`src/rtl/otter_pkg.sv`:
```
// Shared OTTER core types: opcodes, instruction layout, and hazard-unit encodings.
package otter_pkg;

  typedef enum logic [6:0] {
    OP_LUI    = 7'b0110111,
    OP_AUIPC  = 7'b0010111,
    OP_JAL    = 7'b1101111,
    OP_JALR   = 7'b1100111,
    OP_BRANCH = 7'b1100011,
    OP_LOAD   = 7'b0000011,
    OP_STORE  = 7'b0100011,
    OP_IMM    = 7'b0010011,
    OP_REG    = 7'b0110011,
    OP_SYS    = 7'b1110011
  } opcode_t;

  typedef struct packed {
    logic [6:0] funct7;
    logic [4:0] rs2;
    logic [4:0] rs1;
    logic [2:0] funct3;
    logic [4:0] rd;
    opcode_t    opcode;
  } instr_t;

  typedef enum logic [1:0] {
    FWD_RF    = 2'b00,
    FWD_EXMEM = 2'b01,
    FWD_MEMWB = 2'b10
  } fwd_sel_t;

  typedef enum logic {
    RUN      = 1'b0,
    LU_STALL = 1'b1
  } hz_state_t;

  // The younger result (EX/MEM) wins; x0 never forwards.
  function automatic fwd_sel_t fwd_pick(input logic used, input logic src_nz,
                                        input logic mem_hit, input logic wb_hit);
    fwd_sel_t sel;
    sel = FWD_RF;
    if (used && src_nz) begin
      if (mem_hit)     sel = FWD_EXMEM;
      else if (wb_hit) sel = FWD_MEMWB;
    end
    return sel;
  endfunction

endpackage

```
`src/rtl/otter_sat_counter.sv`:
```
// Saturating up-counter; sticks at all-ones instead of wrapping.
module otter_sat_counter #(
  parameter int CNT_W = 32
) (
  input  logic             CLK,
  input  logic             RESET_N,
  input  logic             inc,
  output logic [CNT_W-1:0] count
);

  always_ff @(posedge CLK or negedge RESET_N) begin
    if (!RESET_N)                count <= '0;
    else if (inc && !(&count))   count <= count + 1'b1;
  end

endmodule

```
`src/rtl/otter_hazard_unit.sv`:
```
// Pipeline hazard unit: operand forwarding, load-use stall FSM, redirect flush,
// external hold, and saturating performance counters.
module otter_hazard_unit
  import otter_pkg::*;
#(
  parameter int REG_AW   = 5,
  parameter int LOAD_LAT = 1,
  parameter int CNT_W    = 32
) (
  input  logic              CLK,
  input  logic              RESET_N,
  input  logic [REG_AW-1:0] de_rs1_addr,
  input  logic [REG_AW-1:0] de_rs2_addr,
  input  logic              de_rs1_used,
  input  logic              de_rs2_used,
  input  logic [REG_AW-1:0] ex_rd_addr,
  input  logic              ex_regWrite,
  input  logic              ex_memRead,
  input  logic              ex_valid,
  input  logic [REG_AW-1:0] mem_rd_addr,
  input  logic              mem_regWrite,
  input  logic              mem_valid,
  input  logic [REG_AW-1:0] wb_rd_addr,
  input  logic              wb_regWrite,
  input  logic              wb_valid,
  input  logic              ex_redirect,
  input  logic              hold,
  output logic              pc_stall,
  output logic              if_de_stall,
  output logic              de_ex_bubble,
  output logic              if_de_flush,
  output logic              de_ex_flush,
  output logic [1:0]        fwd_a_sel,
  output logic [1:0]        fwd_b_sel,
  output logic [CNT_W-1:0]  stall_cnt,
  output logic [CNT_W-1:0]  flush_cnt,
  output logic [CNT_W-1:0]  hold_cnt
);

  localparam int              SW     = $clog2(LOAD_LAT + 1);
  localparam logic [SW-1:0]   RELOAD = SW'(LOAD_LAT - 1);

  hz_state_t     state;
  logic [SW-1:0] lu_cnt;
  logic          mem_wr, wb_wr, load_use;

  assign mem_wr = mem_valid & mem_regWrite;
  assign wb_wr  = wb_valid  & wb_regWrite;

  assign fwd_a_sel = fwd_pick(de_rs1_used, de_rs1_addr != '0,
                              mem_wr && (mem_rd_addr == de_rs1_addr),
                              wb_wr  && (wb_rd_addr  == de_rs1_addr));
  assign fwd_b_sel = fwd_pick(de_rs2_used, de_rs2_addr != '0,
                              mem_wr && (mem_rd_addr == de_rs2_addr),
                              wb_wr  && (wb_rd_addr  == de_rs2_addr));

  assign load_use = ex_valid && ex_memRead && (ex_rd_addr != '0) &&
                    ((de_rs1_used && (de_rs1_addr == ex_rd_addr)) ||
                     (de_rs2_used && (de_rs2_addr == ex_rd_addr)));

  // Priority: reset > hold > redirect > ongoing stall > new load-use.
  always_comb begin
    pc_stall     = 1'b0;
    if_de_stall  = 1'b0;
    de_ex_bubble = 1'b0;
    if_de_flush  = 1'b0;
    de_ex_flush  = 1'b0;
    if (RESET_N) begin
      if (hold) begin
        pc_stall    = 1'b1;
        if_de_stall = 1'b1;
      end else if (ex_redirect) begin
        if_de_flush = 1'b1;
        de_ex_flush = 1'b1;
      end else if (state == LU_STALL || load_use) begin
        pc_stall     = 1'b1;
        if_de_stall  = 1'b1;
        de_ex_bubble = 1'b1;
      end
    end
  end

  always_ff @(posedge CLK or negedge RESET_N) begin
    if (!RESET_N) begin
      state  <= RUN;
      lu_cnt <= '0;
    end else if (!hold) begin
      if (ex_redirect) begin
        state  <= RUN;
        lu_cnt <= '0;
      end else begin
        case (state)
          RUN: if (load_use && LOAD_LAT > 1) begin
            state  <= LU_STALL;
            lu_cnt <= RELOAD;
          end
          LU_STALL: begin
            lu_cnt <= lu_cnt - SW'(1);
            if (lu_cnt == SW'(1)) state <= RUN;
          end
          default: state <= RUN;
        endcase
      end
    end
  end

  logic [2:0]            cnt_inc;
  logic [2:0][CNT_W-1:0] cnt_val;

  assign cnt_inc = {hold, if_de_flush, de_ex_bubble};

  for (genvar g = 0; g < 3; g++) begin : g_cnt
    otter_sat_counter #(.CNT_W(CNT_W)) u_cnt (
      .CLK     (CLK),
      .RESET_N (RESET_N),
      .inc     (cnt_inc[g]),
      .count   (cnt_val[g])
    );
  end

  assign stall_cnt = cnt_val[0];
  assign flush_cnt = cnt_val[1];
  assign hold_cnt  = cnt_val[2];

endmodule

```
`config.mk`:
```
export PLATFORM = sky130hd
export DESIGN_NAME = otter_hazard_unit
export DESIGN_NICKNAME = d
export VERILOG_FILES = /design/src/rtl/otter_pkg.sv /design/src/rtl/otter_sat_counter.sv /design/src/rtl/otter_hazard_unit.sv
export SDC_FILE = /design/constraint.sdc
export NUM_CORES = 1
export LEC_CHECK = 0
export BUFFER_PORTS_ARGS = -buffer_cell sky130_fd_sc_hd__buf_2
export CAP_MARGIN = 20
export CORE_MARGIN = 4
export CORE_UTILIZATION = 40
export DETAILED_ROUTE_END_ITERATION = 10
export MAX_ROUTING_LAYER = met4
export PLACE_DENSITY_LB_ADDON = 0.25
export SYNTH_ARGS = -nofsm -noshare
export SYNTH_HDL_FRONTEND = slang
export SYNTH_HIERARCHICAL = 1
export SYNTH_SLANG_ARGS = --single-unit
```
`constraint.sdc`:
```
create_clock -name CLK -period 3.7 [get_ports CLK]
set_input_delay 0.74 -clock CLK [delete_from_list [all_inputs] [get_ports CLK]]
set_output_delay 0.74 -clock CLK [all_outputs]
set_load 0.005 [all_outputs]
```
# Word-level counts from Yosys, hierarchy flattened
# Index checks and enable logic that the tools add are counted.
# totals
ff_bits	98
latch_bits	0
ramBits	0
mem_bits_ro	0
inputBits	38
out_inout_bits	105
word_cells	65
mem_count	0
# op_classes
addsub	4
multipliers	0
div_mod_pow	0
n_lt_le_gt_ge	0
n_eq_ne	6
n_shift	0
muxes	20
n_bitwise	3
n_reduce_logical	27
# ops
op	n
adder 32 x 1 -> 32 bit (second input constant)	3
AND reduction 32 bit	3
equality test 5 bit	6
nonzero test 5 bit	3
logical AND 1 bit	14
two-way mux 1 bit	14
two-way mux 2 bit	6
zero test 1 bit	3
AND 1 bit	2
logical OR 1 bit	2
AND reduction 2 bit	1
nonzero test 2 bit	1
NOT 1 bit	1
subtractor 1 bit (second input constant)	1

# Logic depth before layout (Yosys ltp)
# Gate-level depths: netlist of the first run.
# logic_depth
ltp_word	10
ltp_mapped	9
mapped_depth_nobuf	9

# Modules after synthesis
# The synthesis of the first run kept the hierarchy.
# by_module_without_submodules
mod	instances	cells_each	area_each_um2
otter_sat_counter	3	146	1580.3
otter_hazard_unit	1	74	575.6

# Worst setup path after synthesis of the first run
# OpenSTA, ideal clock, no wires.
# synth_path
path_kind	input-to-reg
from	input de_rs2_addr[2]
to	register g_cnt[0].u_cnt.count[21]
arrival_ps	2797
t_required_ps	3574
setup_slack_ps	777
cell_stages	9
path_buffers	0
path_cell_list	xor2_1 nor4_2 a32oi_1 o21ai_0 and3_2 nand4b_1 a211oi_1 nand3_1 xnor2_1
# synth_via
elab_chain_len	10
# synth_lines
element	line_no	rtl
from (decl)	otter_hazard_unit.sv:13	input logic [REG_AW-1:0] de_rs2_addr,
equality test 5 bit	otter_hazard_unit.sv:59	(de_rs2_used && (de_rs2_addr == ex_rd_addr)));
logical AND 1 bit	otter_hazard_unit.sv:59	
logical OR 1 bit	otter_hazard_unit.sv:58	((de_rs1_used && (de_rs1_addr == ex_rd_addr)) ||
logical AND 1 bit	otter_hazard_unit.sv:57	assign load_use = ex_valid && ex_memRead && (ex_rd_addr != '0) &&
logical OR 1 bit	otter_hazard_unit.sv:75	end else if (state == LU_STALL || load_use) begin
two-way mux 1 bit	otter_hazard_unit.sv:75	
two-way mux 1 bit	otter_hazard_unit.sv:72	end else if (ex_redirect) begin
two-way mux 1 bit	otter_hazard_unit.sv:69	if (hold) begin
two-way mux 1 bit	otter_hazard_unit.sv:68	if (RESET_N) begin
net de_ex_bubble	otter_hazard_unit.sv:30	output logic de_ex_bubble,
logical AND 1 bit	otter_sat_counter.sv:13	else if (inc && !(&count)) count <= count + 1'b1;
to (signal assigned)	otter_sat_counter.sv:13	
to (decl)	otter_sat_counter.sv:8	output logic [CNT_W-1:0] count
# The timed path passes the listed nets, and every way through them passes these cells.
# A chain may end at the register's enable or synchronous reset.

# Worst setup path in the final report of the first run
# layout_path
from	input de_rs2_addr[2]
to	register g_cnt[0].u_cnt.count[21]
# layout_via
elab_chain_len	10
# layout_lines
element	line_no
equality test 5 bit	otter_hazard_unit.sv:59
logical AND 1 bit	otter_hazard_unit.sv:59
logical OR 1 bit	otter_hazard_unit.sv:58
logical AND 1 bit	otter_hazard_unit.sv:57
logical OR 1 bit	otter_hazard_unit.sv:75
two-way mux 1 bit	otter_hazard_unit.sv:75
two-way mux 1 bit	otter_hazard_unit.sv:72
two-way mux 1 bit	otter_hazard_unit.sv:69
two-way mux 1 bit	otter_hazard_unit.sv:68
logical AND 1 bit	otter_sat_counter.sv:13
# No other way between the ends.

==> impl_metrics.csv, run 1 <==
group,metric,value,unit
critical_path,crit_arrival,3.20,ns
global_routing,grt_usage,0.192,
placement,dp_worst_setup_slack,0.430,ns
timing,relSlewSlack,0.442,
timing,min_period,2.98,ns
critical_path,r2r_slack,1.15,ns
detailed_routing,ant_nets,0,
synth,yosys.area_share.simple,0.261,
global_routing,grt_overflow,0,
synth,synth_xor_area_frac,0.188,
timing,setup_viol,0,
detailed_routing,first_pass_iters,4,
layout,fin_nets,707,
placement,place_inst,827,
detailed_routing,vias_per_cell,5.31,
cts,clk_path_buf_depth,2,
run_status,status,"complete, no violations",
synth,yosysSeqAreaShare,0.461,
timing,fmax,0.336,GHz
layout,finalNonFillerCells,843,
cts,ctsRootBufferMaster,"clkbuf_16",
layout,layout_commonest_cell,"buf_2",
layout,final_layout_size_suffix_gt1_frac,0.294,
synth,ys.flop_type,"dfrtp_1",
synth,syn-num-nets,553,
cts,cts_tree,"built",
cts,clk_latency,0.35,ns
synth,synth_top_family_by_area,"simple AND/OR/NAND/NOR gates",
global_routing,grt_first_pass_wirelength,22400,um
critical_path,cp.required,3.93,ns
cts,post_cts_resize_count,0,
detailed_routing,drt_wl_total,13400,um
detailed_routing,vias,4480,
run,drv_cap,0,
placement,dp_hpwl,10100,um
cts,cts_buffers,9,
floorplan,die-area,0.0152,mm^2
power_and_ir_drop,ir_drop,331,uV
floorplan,io_pins,143,
cts,postCtsSetupBuffers,0,
detailed_routing,drt-initial-drc-count,289,
floorplan,die_y,123,um
cts,clk_pin_slew,0.07,ns
min_path,hp-class,"primary input to async pin",
detailed_routing,wl_per_cell,15.9,um
power_and_ir_drop,power.leakage,3.14,nW
timing,fin_ws,0.722,ns
timing,final_hold_viol_count,0,
layout,most-common-layout-cells,"buf_2 (140), dfrtp_1 (98), xnor2_1 (82)",
layout,fillers,1206,
floorplan,core_area,0.0128,mm^2
timing,slew_violations,0,
layout,seqCellArea,0.00245,mm^2
floorplan,die_w,123,um
placement,port_buffers,141,
timing,finalSetupTns,0,ns
synth,synth_cell_type_count,42,
power_and_ir_drop,power_density,392,mW/mm^2
synth,synth_compound_area_frac,0.0706,
timing,finalCritPeriodShare,0.805,
synth,synth_fa_ha_area_frac,0.00706,
synth,syn_avg_cell_area,10.4,um^2
synth,ys_warn_count,6,
timing,rsz0062_at_grt,"false",
cts,cts_hold_buf,0,
synth,synthMuxAreaShare,0.00635,
placement,gp_congestion,0.857,
timing,hold_ws,0.435,ns
layout,antenna_cells,0,
timing,finClkSkew,0.0109,ns
critical_path,cp_max_fo,6,
global_routing,grt_max_degree,67,
floorplan,start_util,0.415,
global_routing,antenna_found_initial,0,
layout,area_growth,24.0,%
critical_path,crit_type,"primary input to flip-flop",
synth,syn-cell-area,0.00532,mm^2
synth,synthArstFlopShare,1.00,
detailed_routing,drc_errors,0,
layout,multi_input_area,0.00283,mm^2
synth,ys_ff_latch,98,
floorplan,rows,41,
timing,tightestPinTransition,0.837,ns
global_routing,first_global_vias,4445,
synth,synth_edf_count,0,
cts,htree_levels,3,
critical_path,cp-start-kind,"primary input",
critical_path,crit_path_end_kind,"flip-flop",
synth,synthCells,512,
cts,clock-sinks,98,
## critical path, stage by stage
cell and delay, ns:
buf_2 0.14, xor2_1 0.17, nor4_2 0.27, a32oi_1 0.17, o21ai_0 0.26, buf_4 0.18, and3_2 0.21, nand4b_1 0.22
a211oi_1 0.52, nand3_1 0.16, xnor2_1 0.15
## logic make-up after synthesis
| family | after synthesis |
|---|---|
| fa+ha+maj | 3 |
| xor+xnor | 114 |
| mux | 3 |
| simple gates | 241 |
| compound gates | 46 |
| flops | 98 |
| buf+inv | 7 |
## area by class of cell
cell class                 instances  share of cell area
multi-input combinational        407               0.429
sequential                        98               0.372
timing repair buffer             145               0.112
clock buffer                      11              0.0383
tap                              172              0.0326
clock inverter                     5              0.0127
inverter                           5             0.00285
## final timing paths
check	from	end	cells past startpoint
hold / removal	RESET_N	g_cnt[0].u_cnt/count[0]	2
min in group CLK	g_cnt[0].u_cnt/count[15]	g_cnt[0].u_cnt/count[15]	1
setup / recovery	de_rs2_addr[2]	g_cnt[0].u_cnt/count[21]	11
setup reg to reg	state	g_cnt[0].u_cnt/count[21]	9
max in group asynchronous	RESET_N	g_cnt[1].u_cnt/count[31]	3
hold reg to reg	g_cnt[0].u_cnt/count[15]	g_cnt[0].u_cnt/count[15]	1
## metal layers
layer | vias to the layer above | global-route usage | part of all wire
met5 | - | - | 0
met3 | 19 | 0.0476 | 0.052
met1 | 2194 | 0.249 | 0.45
met2 | 109 | 0.294 | 0.49
li1 | 2158 | - | -
met4 | 0 | 0.0657 | 0.017
## where the power goes
group | internal [mW] | switching, mW | total, mW | leakage (nW)
combinational | 0.154 | 0.164 | 0.318 | 1.63
sequential | 1.14 | 0.0821 | 1.22 | 1.35
clock | 0.632 | 0.413 | 1.04 | 0.158
## sequential cells by signal, indices dropped and copies added (netlist names)
register,flops
g_cnt.u_cnt/count,96
lu_cnt,1
state,1
## Yosys cell counts, drive strengths merged, types with 3 or more instances
library cell | number | share of area
a21oi | 16 | 0.015
or4 | 8 | 0.013
nor3 | 10 | 0.0094
xor2 | 32 | 0.053
mux2 | 3 | 0.0064
nor4 | 10 | 0.025
o21ai | 5 | 0.0047
ha | 3 | 0.0071
inv | 5 | 0.0035
a41o | 3 | 0.0056
nor2b | 3 | 0.0035
xnor2 | 82 | 0.14
a211o | 3 | 0.0049
and4 | 6 | 0.0099
nand3 | 46 | 0.043
nand2 | 39 | 0.028
and3 | 18 | 0.022
nand4b | 3 | 0.0049
a211oi | 12 | 0.027
a41oi | 3 | 0.0049
and2 | 10 | 0.013
or2 | 3 | 0.0035
nand2b | 3 | 0.0035
nand4 | 40 | 0.051
dfrtp | 98 | 0.46
nor2 | 40 | 0.028
## metrics by stage
stage / cell area (um^2) / total power, mW / util
after global placement: 6250 / 1.55 / 0.488
final: 6590 / 2.58 / 0.514
after CTS: 6590 / 2.63 / 0.514
after detailed placement: 6250 / 1.56 / 0.488
after global routing: 6590 / 2.72 / 0.514
after floorplan: 5320 / 1.38 / -
No activity file was read; power rests on OpenSTA's default activity.
==> run 2, diff against run 1 <==
- clock period: 3.7 -> 2.9 ns (I/O delays scaled with it)
==> run 2 against run 1 <==
Power is 19% higher. Clock power rose by 7%. Sequential share of layout area is 0.13 points lower. Clock skew shrank 0.0020 ns. Critical path depth unchanged. Via count rose by 1.1%. Largest power group unchanged. Non-clock buffer count is 12 higher.
==> impl_metrics.csv, run 2 (same netlist as run 1, synthesis figures left out) <==
group,metric,value,unit
critical_path,crit_chain,"buf_2, or4_1, o211ai_2, or4_1, o21ai_0, buf_4, and4_1, nand4_1, a211o_1, nor3_1, xor2_1",
critical_path,critPathSlowestCell,"a211o_1",
detailed_routing,vias,4530,
detailed_routing,drt-initial-drc-count,235,
floorplan,rows,41,
timing,relSlewSlack,0.459,
detailed_routing,wl_per_cell,15.7,um
critical_path,r2r-start,"state",
timing,finalSetupTns,0,ns
placement,dp_worst_setup_slack,-0.0741,ns
cts,postCtsSetupBuffers,0,
timing,tightestPinTransition,0.811,ns
placement,port_buffers,141,
layout,finalNonFillerCells,853,
cts,htree_levels,3,
timing,rsz0062_at_grt,"false",
cts,ctsRootBufferMaster,"clkbuf_16",
timing,fin_ws,0.296,ns
cts,clk_path_buf_depth,2,
cts,clk_pin_slew,0.06,ns
cts,cts_tree,"built",
detailed_routing,ant_nets,0,
cts,cts_hold_buf,0,
layout,final_layout_size_suffix_gt1_frac,0.302,
placement,dp_hpwl,10400,um
placement,dpl_cell_area,0.00634,mm^2
run,drv_cap,0,
detailed_routing,first_pass_iters,4,
floorplan,die_y,123,um
timing,slew_violations,0,
critical_path,cp-start-kind,"primary input",
critical_path,critPathLaunch,"ex_rd_addr[3]",
cts,clock-sinks,98,
cts,cts_buffers,9,
power_and_ir_drop,power_density,466,mW/mm^2
critical_path,path_buf_inv,2,
layout,top_regs,"g_cnt.u_cnt/count (96), lu_cnt (1), state (1)",
global_routing,grt_first_pass_wirelength,21900,um
cts,clk_latency,0.34,ns
critical_path,crit_path_max_incr_delay,0.42,ns
layout,largest_reg_flops,96,
floorplan,core_area,0.0128,mm^2
critical_path,cp.required,3.17,ns
layout,antenna_cells,0,
run_status,status,"complete, no violations",
global_routing,first_global_vias,4428,
global_routing,grt_overflow,0,
power_and_ir_drop,ir_drop,461,uV
global_routing,grt_usage,0.185,
timing,final_hold_viol_count,0,
timing,finClkSkew,0.00894,ns
cts,post_cts_resize_count,0,
critical_path,cp_top_family,"simple AND/OR/NAND/NOR gates",
timing,hold_ws,0.298,ns
power_and_ir_drop,power.leakage,3.17,nW
critical_path,crit_type,"primary input to flip-flop",
global_routing,grt_max_degree,65,
layout,fin_nets,719,
floorplan,io_pins,143,
global_routing,antenna_found_initial,0,
timing,min_period,2.60,ns
floorplan,die_w,123,um
layout,regMostFlops,"g_cnt.u_cnt/count",
detailed_routing,drc_errors,0,
power_and_ir_drop,p_total,3.08,mW
placement,gp_congestion,0.956,
layout,most-common-layout-cells,"buf_2 (140), dfrtp_1 (98), xnor2_1 (82)",
floorplan,die-area,0.0152,mm^2
critical_path,crit_path_end_kind,"flip-flop",
critical_path,path_common_cell,"or4_1",
floorplan,start_util,0.415,
layout,stdcell_area,0.00662,mm^2
timing,setup_viol,0,
detailed_routing,vias_per_cell,5.31,
critical_path,crit_arrival,2.87,ns
timing,finalCritPeriodShare,0.898,
layout,layout_commonest_cell,"buf_2",
timing,fmax,0.384,GHz
detailed_routing,drt_wl_total,13400,um
min_path,hp-class,"primary input to async pin",
critical_path,cp_max_fo,6,
placement,place_inst,839,
layout,post-route-util,0.516,
layout,area_growth,24.4,%
run 2: final cells by class:
cell class / instances / area (um^2)
tap: 172 / 215
clock buffer: 12 / 256
inverter: 5 / 18.8
clock inverter: 2 / 13.8
timing repair buffer: 157 / 828
multi-input combinational: 407 / 2830
sequential: 98 / 2450
fill: 1212 / 6210
run 2: path summary, 6_finish.rpt:
kind / slack (ns) / end / cells after the start
max in group asynchronous: 1.41 / state / 3
setup / recovery: 0.30 / g_cnt[0].u_cnt/count[22] / 11
hold reg to reg: 0.50 / g_cnt[0].u_cnt/count[15] / 1
hold / removal: 0.30 / g_cnt[0].u_cnt/count[0] / 2
min in group CLK: 0.50 / g_cnt[0].u_cnt/count[15] / 1
setup reg to reg: 0.48 / g_cnt[0].u_cnt/count[22] / 9
run 2: worst register-to-register path, cell delays in order, from the launching register on:
cell and delay, ns:
dfrtp_1 0.32, inv_1 0.08, or4_1 0.47, o21ai_0 0.09, buf_4 0.16, and4_1 0.22, nand4_1 0.23, a211o_1 0.42
nor3_1 0.21, xor2_1 0.16
run 2: power by group:
group	switching [mW]	total, mW	internal, mW
clock	0.487	1.11	0.619
combinational	0.215	0.419	0.204
sequential	0.105	1.56	1.45
run 2: routing by layer:
| layer | vias up | wire length, um | GRT usage |
|---|---|---|---|
| met2 | 125 | 6400 | 0.295 |
| met3 | 17 | 822 | 0.0494 |
| li1 | 2174 | - | - |
| met4 | 0 | 189 | 0.0519 |
| met5 | - | 0 | - |
| met1 | 2214 | 6000 | 0.234 |
